[config.mk]
export PLATFORM = sky130hd
export DESIGN_NAME = id_ex_pipe_reg
export DESIGN_NICKNAME = d
export VERILOG_FILES = /design/src/rtl/id_ex_pipe_reg.sv
export SDC_FILE = /design/constraint.sdc
export NUM_CORES = 1
export LEC_CHECK = 0
export BUFFER_PORTS_ARGS = -buffer_cell sky130_fd_sc_hd__buf_2
export CORE_MARGIN = 8
export CORE_UTILIZATION = 40
export CTS_CLUSTER_SIZE = 12
export DETAILED_ROUTE_END_ITERATION = 8
export PLACE_DENSITY = 0.8
export SETUP_SLACK_MARGIN = 0.2
export SLEW_MARGIN = 20
export SYNTH_ARGS = -nofsm -noshare
export SYNTH_HDL_FRONTEND = slang
export SYNTH_SLANG_ARGS = --single-unit
export TNS_END_PERCENT = 10
[constraint.sdc]
create_clock -name clock -period 2 [get_ports clock]
set_input_delay 0.2 -clock clock [delete_from_list [all_inputs] [get_ports clock]]
set_output_delay 0.2 -clock clock [all_outputs]
set_load 0.01 [all_outputs]
[src/rtl/id_ex_pipe_reg.sv]
// ID/EX pipeline register: captures forwarded operands and decode controls for EX,
// turns load-use hazards into bubbles, applies branch flushes and holds on memory wait.
module id_ex_pipe_reg #(
   parameter int ALU_OP_W = 5,
   parameter int CNT_W    = 16
) (
   input  logic                clock,
   input  logic                reset,
   input  logic                do_hazard,
   input  logic                do_flush,
   input  logic                do_mem_wait,
   input  logic                id_valid,
   input  logic [31:0]         f_reg_ra_data,
   input  logic [31:0]         f_reg_rb_data,
   input  logic [31:0]         f_reg_rt_data,
   input  logic [31:0]         imm_extend,
   input  logic [ALU_OP_W-1:0] alu_op,
   input  logic                do_dm_read,
   input  logic                do_dm_write,
   input  logic                do_reg_write,
   input  logic [1:0]          select_write_reg,
   input  logic [4:0]          write_reg_addr,
   output logic [31:0]         xREG2_ra_data,
   output logic [31:0]         xREG2_rb_data,
   output logic [31:0]         xREG2_rt_data,
   output logic [31:0]         xREG2_imm_extend,
   output logic [ALU_OP_W-1:0] xREG2_alu_op,
   output logic                xREG2_do_dm_read,
   output logic                xREG2_do_dm_write,
   output logic                xREG2_do_reg_write,
   output logic [1:0]          xREG2_select_write_reg,
   output logic [4:0]          xREG2_write_reg_addr,
   output logic                xREG2_valid,
   output logic                stall_front,
   output logic [CNT_W-1:0]    hazard_cnt
);

   // state        | meaning
   // S_RUN        | normal flow: load, flush bubble or hazard bubble
   // S_HOLD       | memory wait, no flush seen; resumes with RUN rules on release
   // S_HOLD_FLUSH | memory wait with a flush remembered; releases with a bubble
   typedef enum logic [1:0] {S_RUN, S_HOLD, S_HOLD_FLUSH} state_t;

   state_t r_state, w_state_nxt;
   logic   w_load, w_bubble, w_cnt_inc;

   logic [31:0]         r_ra_data, r_rb_data, r_rt_data, r_imm_extend;
   logic [ALU_OP_W-1:0] r_alu_op;
   logic                r_do_dm_read, r_do_dm_write, r_do_reg_write, r_valid;
   logic [1:0]          r_select_write_reg;
   logic [4:0]          r_write_reg_addr;
   logic [CNT_W-1:0]    r_hazard_cnt;

   always_comb begin
      w_state_nxt = r_state;
      w_load      = 1'b0;
      w_bubble    = 1'b0;
      w_cnt_inc   = 1'b0;
      case (r_state)
         S_HOLD_FLUSH: begin
            if (!do_mem_wait) begin
               w_bubble    = 1'b1;
               w_state_nxt = S_RUN;
            end
         end
         default: begin
            if (do_mem_wait) begin
               w_state_nxt = do_flush ? S_HOLD_FLUSH : S_HOLD;
            end else begin
               w_state_nxt = S_RUN;
               if (do_flush) begin
                  w_bubble = 1'b1;
               end else if (do_hazard) begin
                  w_bubble  = 1'b1;
                  w_cnt_inc = 1'b1;
               end else begin
                  w_load = 1'b1;
               end
            end
         end
      endcase
   end

   // HOLD releasing applies RUN rules in the same cycle, so a hazard there must stall too
   assign stall_front = reset &
                        (do_mem_wait | (do_hazard & ~do_flush & (r_state != S_HOLD_FLUSH)));

   always_ff @(posedge clock) begin
      if (!reset) begin
         r_state            <= S_RUN;
         r_ra_data          <= '0;
         r_rb_data          <= '0;
         r_rt_data          <= '0;
         r_imm_extend       <= '0;
         r_alu_op           <= '0;
         r_do_dm_read       <= 1'b0;
         r_do_dm_write      <= 1'b0;
         r_do_reg_write     <= 1'b0;
         r_select_write_reg <= '0;
         r_write_reg_addr   <= '0;
         r_valid            <= 1'b0;
         r_hazard_cnt       <= '0;
      end else begin
         r_state <= w_state_nxt;
         if (w_load) begin
            r_ra_data          <= f_reg_ra_data;
            r_rb_data          <= f_reg_rb_data;
            r_rt_data          <= f_reg_rt_data;
            r_imm_extend       <= imm_extend;
            r_alu_op           <= alu_op;
            r_do_dm_read       <= do_dm_read;
            r_do_dm_write      <= do_dm_write;
            r_do_reg_write     <= do_reg_write;
            r_select_write_reg <= select_write_reg;
            r_write_reg_addr   <= write_reg_addr;
            r_valid            <= id_valid;
         end else if (w_bubble) begin
            r_ra_data          <= '0;
            r_rb_data          <= '0;
            r_rt_data          <= '0;
            r_imm_extend       <= '0;
            r_alu_op           <= '0;
            r_do_dm_read       <= 1'b0;
            r_do_dm_write      <= 1'b0;
            r_do_reg_write     <= 1'b0;
            r_select_write_reg <= '0;
            r_write_reg_addr   <= '0;
            r_valid            <= 1'b0;
         end
         if (w_cnt_inc && (r_hazard_cnt != {CNT_W{1'b1}})) begin
            r_hazard_cnt <= r_hazard_cnt + CNT_W'(1);
         end
      end
   end

   assign xREG2_ra_data          = r_ra_data;
   assign xREG2_rb_data          = r_rb_data;
   assign xREG2_rt_data          = r_rt_data;
   assign xREG2_imm_extend       = r_imm_extend;
   assign xREG2_alu_op           = r_alu_op;
   assign xREG2_do_dm_read       = r_do_dm_read;
   assign xREG2_do_dm_write      = r_do_dm_write;
   assign xREG2_do_reg_write     = r_do_reg_write;
   assign xREG2_select_write_reg = r_select_write_reg;
   assign xREG2_write_reg_addr   = r_write_reg_addr;
   assign xREG2_valid            = r_valid;
   assign hazard_cnt             = r_hazard_cnt;

endmodule

==> results.toml, run 1 <==
[critical_path]
arrival_ps = 2080
cp_cell_sequence = "nor2b_4, or4b_4, or4_1, o211a_1"
crit_type = "reg -> reg"
start_kind = "flip-flop"
cp-end-kind = "flip-flop"
crit_buf_inv = 0
worstPathMaxFanout = 13
required_arrival_time_at_the_worst_endpoint_ps = 2300
timing.critical_path.slowest_stage_cell = "or4b_4"
r2r_cells = 4
timing.critical_path.max_delay_family = "simple AND/OR/NAND/NOR gates"
max_stage_delay_ps = 580
path_depth = 4

[pwr]
clock_power_share_pct = 44.6
pwr-share-seq_pct = 45.9
cellPowerDensity_mw_per_mm2 = 809.3
total_switching_power_mw = 1.687
power.combinational.fraction_pct = 9.4
cellLeakagePower_nw = 4.311
sw_frac_of_total_pct = 23.20
internal-power_mw = 5.586
max-vdd-ir-drop_v = 0.0006351

[die]
die_area_mm2 = 0.01715
core-area_mm2 = 0.01309
floorplan.rows = 42
top_ports = 310
die_x_um = 131.0
die-height_um = 131.0
start_util_pct = 40.40

[timing]
worst_clock_skew_ps = 12.11
finalCritPeriodShare_pct = 89.17
setup_repair_after_global_routing_missed_its_margin = "true"
timing.final.hold_violations = 0
slew_at_the_pin_closest_to_its_max_slew_limit_ps = 385.2
maxSlewHeadroom_pct = 74.12
period_needed_ps = 1783
slew_violations = 0
fin_hold_ws_ps = 20.51
maxClockFrequency_ghz = 0.5607
setup-violations-final = 0
totalNegativeSetupSlack_ps = 0

[cells_and_area]
drive_gt1_share_pct = 41.29
layout_common_cells = "309 x buf_2, 160 x dfxtp_1, 144 x a22o_1"
num-fill-cells = 858
layout-area-overhead-vs-synth_pct = 70.01
finish.instance_area_mm2 = 0.008987
final_cell_count_no_fill = 1061
design.final.nets = 1021
most_frequent_standard_cell_in_the_layout_excluding_fill_and_tap_cells = "buf_2"

[route]
met3RoutedLength_um = 2075
top_layer_used = "met4"
wl_met1_um = 7520
drt_pass1_iterations = 5
ant_nets = 0
totalWireLength_um = 21140
initialDrtViolationCount = 422
post-route-drc-count = 0
num_vias = 5612
routed_wire_per_std_cell_um = 19.92
avgViaCountPerCell = 5.289
met2_length_um = 10500

[hold_path]
min_delay_path_depth = 2
hp-class = "in -> reg"

[yosys]
syn_nets = 584
syn_avg_cell_area_um2 = 12.18
postSynth.topFlopCell = "dfxtp_1"
synth_seq_cells = 162
synth-edff-count = 0
synth-seq-area-share_pct = 61.35
yosysWarningCount = 0
synthArstFlopShare_pct = 0
synth_cell_types = 36
postSynthCellCount = 434
synth_area_mm2 = 0.005286

[global_route]
grtUsageTotal_pct = 23.79
grt_first_pass_wirelength_um = 31510
grt_start_max_net_pins = 86
grt-ovfl-total = 0
antenna_found_initial = 1
number_of_global_route_vias_before_repair = 5884

[clocking]
cts_tree = "yes"
clk_path_buf_depth = 2
ctsHtreeMaxLevel = 4
cts.clk_slew.worst_paths_ps = 60
tritoncts.num_buffers = 17
skew_pair_late_insertion_delay_ps = 420
ctsRootBufferMaster = "clkbuf_16"
clock-sinks = 162

[place]
gp_congestion = 0.8002
count_of_buffers_inserted_at_the_top_level_ports = 309
detailed_place_hpwl_um = 12160
total_placed_cells_including_tap_cells = 892
cell_area_placed_mm2 = 0.007013

[job]
cap_violations = 0

[status]
run_status = "finished clean"
-- routing by layer --
layer  track usage, %  up-vias
li1                 -     2543
met1            24.75     2628
met2            40.56      354
met3            8.036       87
met4            14.99        0
met5                0        -
-- layout make-up --
cell class	instances	area (µm²)	area share, %
diodes	1	2.502	0.02784
multi-input cells	234	1903	21.18
clock inverters	13	148.9	1.657
repair buffers	453	3013	33.52
clock buffers	19	442.9	4.928
flip-flops and latches	162	3246	36.11
inverters	3	11.26	0.1253
well taps	176	220.2	2.450
-- cell usage after synthesis (3+ instances only) --
cell / instances / area [µm²]
dfxtp_1: 162 / 3243
nor4_2: 3 / 37.54
nand2b_1: 7 / 43.79
o31ai_1: 6 / 45.04
nor4_1: 4 / 25.02
nand4_1: 6 / 37.54
buf_2: 11 / 55.05
clkbuf_1: 17 / 63.81
a21oi_1: 8 / 40.04
nor2_1: 4 / 15.01
nand2_1: 13 / 48.80
mux2i_1: 7 / 70.07
buf_1: 6 / 22.52
a22o_1: 144 / 1261
nand3_1: 4 / 20.02
or4_1: 6 / 45.04
-- kinds of logic (layout without fill, tap and decap cells) --
| group | Yosys count | after routing | synth area share (%) |
|---|---|---|---|
| muxes | 7 | 7 | 1.325 |
| DFF | 162 | 162 | 61.35 |
| adders and majority gates | 1 | 1 | 0.2366 |
| AOI/OAI and AO/OA | 162 | 162 | 26.04 |
| buffers and inverters | 39 | 488 | 3.243 |
| other | 0 | 1 | 0 |
| and+or+nand+nor | 63 | 64 | 7.811 |
-- what timing repair did --
item / 4_1_cts / 5_1_grt
setup buffers: 0 / 1
hold buffers: 133 / 1
pin swaps: 1 / 1
cloned: 1 / 0
setup endpoints to repair: 1 / 5
resized for setup: 2 / 4
endpoints found under the hold margin: 133 / 1
-- path summary, 6_finish.rpt --
| kind | from | endpoint | slack, ps |
|---|---|---|---|
| worst max-delay path | r_state[1] | hazard_cnt[12] | 220 |
| worst min-delay path | alu_op[3] | xREG2_alu_op[3] | 20 |
| worst max register to register | r_state[1] | hazard_cnt[12] | 220 |
| worst min register to register | xREG2_imm_extend[11] | xREG2_imm_extend[11] | 470 |
-- per-stage QoR --
step	util [%]	worst slack [ps]	total power, mW
floorplan	-	254.1	3.581
global placement	53.60	236.9	3.837
detailed placement	53.60	206.9	3.846
CTS	68.42	171.0	7.286
global route	68.68	174.9	7.529
finish	68.68	216.7	7.273
-- worst reg2reg max path, stage by stage (launching register included) --
cell	delay [ps]
dfxtp_1	300
nor2b_4	130
or4b_4	580
or4_1	520
o211a_1	150
-- power by group through the flow --
stage	logic, mW	clock network (mW)	registers (mW)
after detailed placement	0.442	0	3.40
after floorplan	0.143	0	3.44
after global placement	0.434	0	3.40
after global routing	0.729	3.45	3.35
after CTS	0.655	3.30	3.33
final	0.684	3.25	3.34
Note: power is estimated with default switching activity, not from simulation.
==> run 2, diff against run 1 <==
- MAX_ROUTING_LAYER: not set -> met4
- REMOVE_ABC_BUFFERS: not set -> 1
==> run 2 against run 1 <==
First-iteration DRC count shrank 31%. Design area grew 0.64%. Sequential power is essentially flat. Cell count grew 0.28%. Die area is the same. Global-route usage is essentially flat. Worst hold slack is essentially flat. Worst setup slack lost 6.5 ps. Combinational power is essentially flat. Flip-flop and latch count is the same. Clock power grew 2%. Largest cell class unchanged.
==> results.toml, run 2 (synthesis results as in run 1) <==
[cells_and_area]
design.final.nets = 1027
layout_common_cells = "309 x buf_2, 161 x dfxtp_1, 144 x a22o_1"
post-route-util_pct = 69.12
most_frequent_standard_cell_in_the_layout_excluding_fill_and_tap_cells = "buf_2"
layout-area-overhead-vs-synth_pct = 71.10
final_cell_count_no_fill = 1064
insertedDiodeCount = 0
drive_gt1_share_pct = 40.77
regArea_mm2 = 0.003244
footprint_of_the_multi_input_gates_mm2 = 0.001893
num-fill-cells = 857

[critical_path]
path_depth = 4
max_stage_delay_ps = 620
cp_cell_sequence = "nor2b_4, or4b_4, or4_1, o211a_1"
timing.critical_path.max_delay_family = "simple AND/OR/NAND/NOR gates"
worstPathMaxFanout = 13
crit_type = "reg -> reg"
timing.critical_path.slowest_stage_cell = "or4b_4"
cp-end-kind = "flip-flop"
r2r_cells = 4
r2r_setup_slack_ps = 210
arrival_ps = 2090
required_arrival_time_at_the_worst_endpoint_ps = 2300
crit_buf_inv = 0
start_kind = "flip-flop"

[route]
initialDrtViolationCount = 292
routed_wire_per_std_cell_um = 19.32
avgViaCountPerCell = 5.272
totalWireLength_um = 20560
ant_nets = 0
drt_pass1_iterations = 6
num_vias = 5609
post-route-drc-count = 0

[die]
core-area_mm2 = 0.01309
die-height_um = 131.0
floorplan.rows = 42
top_ports = 310
start_util_pct = 40.40
die_x_um = 131.0
die_area_mm2 = 0.01715

[timing]
slew_at_the_pin_closest_to_its_max_slew_limit_ps = 480.2
totalNegativeSetupSlack_ps = 0
finalWorstSetupSlack_ps = 210.2
setup_repair_after_global_routing_missed_its_margin = "true"
maxSlewHeadroom_pct = 67.74
setup-violations-final = 0
slew_violations = 0
worst_clock_skew_ps = 11.18
maxClockFrequency_ghz = 0.5587
finalCritPeriodShare_pct = 89.49
timing.final.hold_violations = 0
period_needed_ps = 1790

[hold_path]
min_delay_path_depth = 2
hp-class = "in -> reg"

[global_route]
grt_first_pass_wirelength_um = 30560
grtUsageTotal_pct = 23.82
grt_start_max_net_pins = 96
grt-ovfl-total = 0
antenna_found_initial = 0
number_of_global_route_vias_before_repair = 5789

[clocking]
skew_pair_late_insertion_delay_ps = 420
tritoncts.num_buffers = 17
cts.clk_slew.worst_paths_ps = 60
ctsRootBufferMaster = "clkbuf_16"
clk_path_buf_depth = 2
ctsHtreeMaxLevel = 4
cts.repair_timing.setup_buffer_count = 0
cts_tree = "yes"
clock-sinks = 162

[pwr]
cellLeakagePower_nw = 4.348
max-vdd-ir-drop_v = 0.0004809
fin_total_pwr_mw = 7.326
cellPowerDensity_mw_per_mm2 = 810.0

[place]
detailed_place_hpwl_um = 12310
total_placed_cells_including_tap_cells = 892
post-place-ws_ps = 195.0
count_of_buffers_inserted_at_the_top_level_ports = 309
gp_congestion = 0.7998

[job]
cap_violations = 0

[status]
run_status = "finished clean"
==> run 2: changes by cell type in the layout (fill, tap and decap cells not counted) <==
cell / delta
buf_4: -1
bufinv_16: +1
clkbuf_1: -1
clkbuf_8: +2
clkinv_2: +3
clkinv_4: -1
clkinvlp_4: -1
dfxtp_1: +1
dfxtp_2: -1
diode_2: -1
dlygate4sd3_1: +7
ha_2: +1
ha_4: -1
inv_6: -5
==> run 2: worst register-to-register path, stage by stage (launching register included) <==
cell and delay [ps]:
dfxtp_1 300, nor2b_4 130, or4b_4 630, or4_1 500
o211a_1 130
==> run 2: metal layers <==
layer,share of wire [%],GRT usage (%),vias to the layer above,wire [µm]
met5,0,-,-,0
met4,3.2,11.28,0,650
met3,8.6,6.859,54,1761
met2,51,39.57,321,10460
met1,37,25.83,2673,7684
li1,-,-,2561,-
==> run 2: path summary, 6_finish.rpt <==
check	from	endpoint
worst max-delay path	r_state[1]	hazard_cnt[12]
worst min-delay path	imm_extend[24]	xREG2_imm_extend[24]
worst max register to register	r_state[1]	hazard_cnt[12]
worst min register to register	xREG2_rb_data[9]	xREG2_rb_data[9]
==> run 2: repair_timing <==
item,in CTS,in global routing
hold buffers,141,0
hold endpoints to repair,141,0
cloned,0,1
endpoints found under the setup margin,1,6
pin swaps,0,1
gates resized for setup,2,2
==> run 2: through the flow <==
step           area (µm²)  hold slack (ps)
6_report             9045            20.75
3_3_place_gp         7013            408.5
2_1_floorplan        5126            317.5
5_1_grt              9045            13.74
3_5_place_dp         7013            413.4
4_1_cts              9029            1.621
==> run 2: cell type report <==
class | count | area share (%)
sequential | 162 | 35.87
clock buffer | 20 | 5.160
multi-input combinational | 234 | 20.93
clock inverter | 10 | 1.480
tap | 176 | 2.435
timing repair buffer | 459 | 34.00
inverter | 3 | 0.1245
==> run 2: power breakdown <==
part / internal (mW) / switching [mW]
clock network: 2.04 / 1.26
registers: 3.30 / 0.0418
logic: 0.400 / 0.287
==> run 3, diff against run 2 <==
- CELL_PAD_IN_SITES_DETAIL_PLACEMENT: not set -> 1
- CELL_PAD_IN_SITES_GLOBAL_PLACEMENT: not set -> 2
- CORE_UTILIZATION: 40 -> 25
- PLACE_DENSITY: 0.8 -> 0.84
==> run 3 against run 2 <==
Core utilization shrank 25 points. Clock power shrank 2%. Worst setup slack lost 31 ps. Wire length grew 13%. Design area grew 2.1%. Clock-buffer cell count shrank 3. Die area grew 52%. Critical path type unchanged. Global-route usage shrank 6.1 points. Flip-flop and latch count is the same. Largest cell class unchanged. Critical path depth is the same.
==> results.toml, run 3 (synthesis results as in run 1) <==
[critical_path]
cp_cell_sequence = "nor2b_4, or4b_4, or4_1, o211a_1"
start_kind = "flip-flop"
max_stage_delay_ps = 650
timing.critical_path.max_delay_family = "simple AND/OR/NAND/NOR gates"
crit_buf_inv = 0
cp-end-kind = "flip-flop"
crit_type = "reg -> reg"
timing.critical_path.slowest_stage_cell = "or4b_4"
required_arrival_time_at_the_worst_endpoint_ps = 2300
arrival_ps = 2120
worstPathMaxFanout = 13

[global_route]
grt_start_max_net_pins = 84
grtUsageTotal_pct = 17.68
grt-ovfl-total = 0
antenna_found_initial = 4
grt_first_pass_wirelength_um = 35260
number_of_global_route_vias_before_repair = 6205

[timing]
slew_at_the_pin_closest_to_its_max_slew_limit_ps = 473.7
fin_hold_ws_ps = 26.00
maxClockFrequency_ghz = 0.5493
setup-violations-final = 0
finalCritPeriodShare_pct = 91.02
period_needed_ps = 1820
slew_violations = 0
timing.final.hold_violations = 0
setup_repair_after_global_routing_missed_its_margin = "true"
worst_clock_skew_ps = 12.89
maxSlewHeadroom_pct = 68.42

[die]
top_ports = 310
die_area_mm2 = 0.02605
die_x_um = 161.4
floorplan.rows = 53
start_util_pct = 25.31
core-area_mm2 = 0.02089
die-height_um = 161.4

[route]
ant_nets = 0
routed_wire_per_std_cell_um = 19.80
drt_pass1_iterations = 4
num_vias = 5461
totalWireLength_um = 23250
initialDrtViolationCount = 163
post-route-drc-count = 0
avgViaCountPerCell = 4.652

[cells_and_area]
design.final.nets = 1032
final_cell_count_no_fill = 1174
footprint_of_the_multi_input_gates_mm2 = 0.001903
most_frequent_standard_cell_in_the_layout_excluding_fill_and_tap_cells = "buf_2"
num-fill-cells = 2343
regArea_mm2 = 0.003244
layout_common_cells = "309 x buf_2, 161 x dfxtp_1, 144 x a22o_1"
drive_gt1_share_pct = 41.34
layout-area-overhead-vs-synth_pct = 74.72

[clocking]
cts_tree = "yes"
ctsHtreeMaxLevel = 4
ctsRootBufferMaster = "clkbuf_16"
skew_pair_late_insertion_delay_ps = 430
cts.clk_slew.worst_paths_ps = 80
cts.repair_timing.setup_buffer_count = 0
clk_path_buf_depth = 2
tritoncts.num_buffers = 17
clock-sinks = 162

[pwr]
cellLeakagePower_nw = 4.374
sw_frac_of_total_pct = 25.97
max-vdd-ir-drop_v = 0.0005278
total_switching_power_mw = 1.886
pwr-share-seq_pct = 45.9
cellPowerDensity_mw_per_mm2 = 786.5
clock_power_share_pct = 44.4
internal-power_mw = 5.378
power.combinational.fraction_pct = 9.7

[place]
gp_congestion = 0.7317
count_of_buffers_inserted_at_the_top_level_ports = 309
detailed_place_hpwl_um = 14450
total_placed_cells_including_tap_cells = 996

[status]
run_status = "finished clean"

[job]
cap_violations = 0

[hold_path]
hp-class = "in -> reg"
[run 3: per-layer routing]
| metal | vias to the layer above | wire length, µm | track usage [%] |
|---|---|---|---|
| met3 | 32 | 1721 | 6.541 |
| met2 | 206 | 11990 | 30.42 |
| met1 | 2643 | 8988 | 18.08 |
| li1 | 2580 | - | - |
| met4 | 0 | 544 | 6.944 |
| met5 | - | 0 | - |
[run 3: area by class of cell]
cell class              instances  area share (%)
repair buffers                464           33.97
multi-input cells             234           20.60
clock buffers                  17           4.606
flip-flops and latches        162           35.13
diodes                          4          0.1084
clock inverters                15           1.734
inverters                       3          0.1219
well taps                     275           3.725
[run 3: final timing paths]
check	to	start	slack, ps	cells past startpoint
max	hazard_cnt[12]	r_state[1]	180	4
min reg2reg	xREG2_ra_data[10]	xREG2_ra_data[10]	470	1
min	xREG2_rt_data[0]	f_reg_rt_data[0]	30	2
max reg2reg	hazard_cnt[12]	r_state[1]	180	4
[run 3: stage by stage]
stage | TNS [ps] | setup slack (ps) | area, µm² | power [mW] | utilization (%)
floorplan | -342570 | -2379 | 5126 | 3.566 | -
global placement | 0 | 220.6 | 7199 | 3.855 | 34.47
detailed placement | 0 | 179.3 | 7199 | 3.867 | 34.47
CTS | 0 | 178.8 | 9206 | 7.351 | 44.07
global route | 0 | 86.25 | 9236 | 7.551 | 44.22
finish | 0 | 179.6 | 9236 | 7.265 | 44.22
[run 3: power by group through the flow]
stage	combinational, mW	sequential (mW)	clock (mW)
after floorplan	0.129	3.44	0
after global placement	0.451	3.40	0
after detailed placement	0.462	3.40	0
after CTS	0.686	3.33	3.33
after global routing	0.755	3.34	3.45
final	0.703	3.34	3.22
[run 3: timing repair]
item                       4_1_cts  5_1_grt
setup endpoints to repair        3       10
gates resized for setup          3        2
pin swaps                        0        1
hold buffers                   141        0
hold endpoints to repair       141        0
gates cloned                     0        1
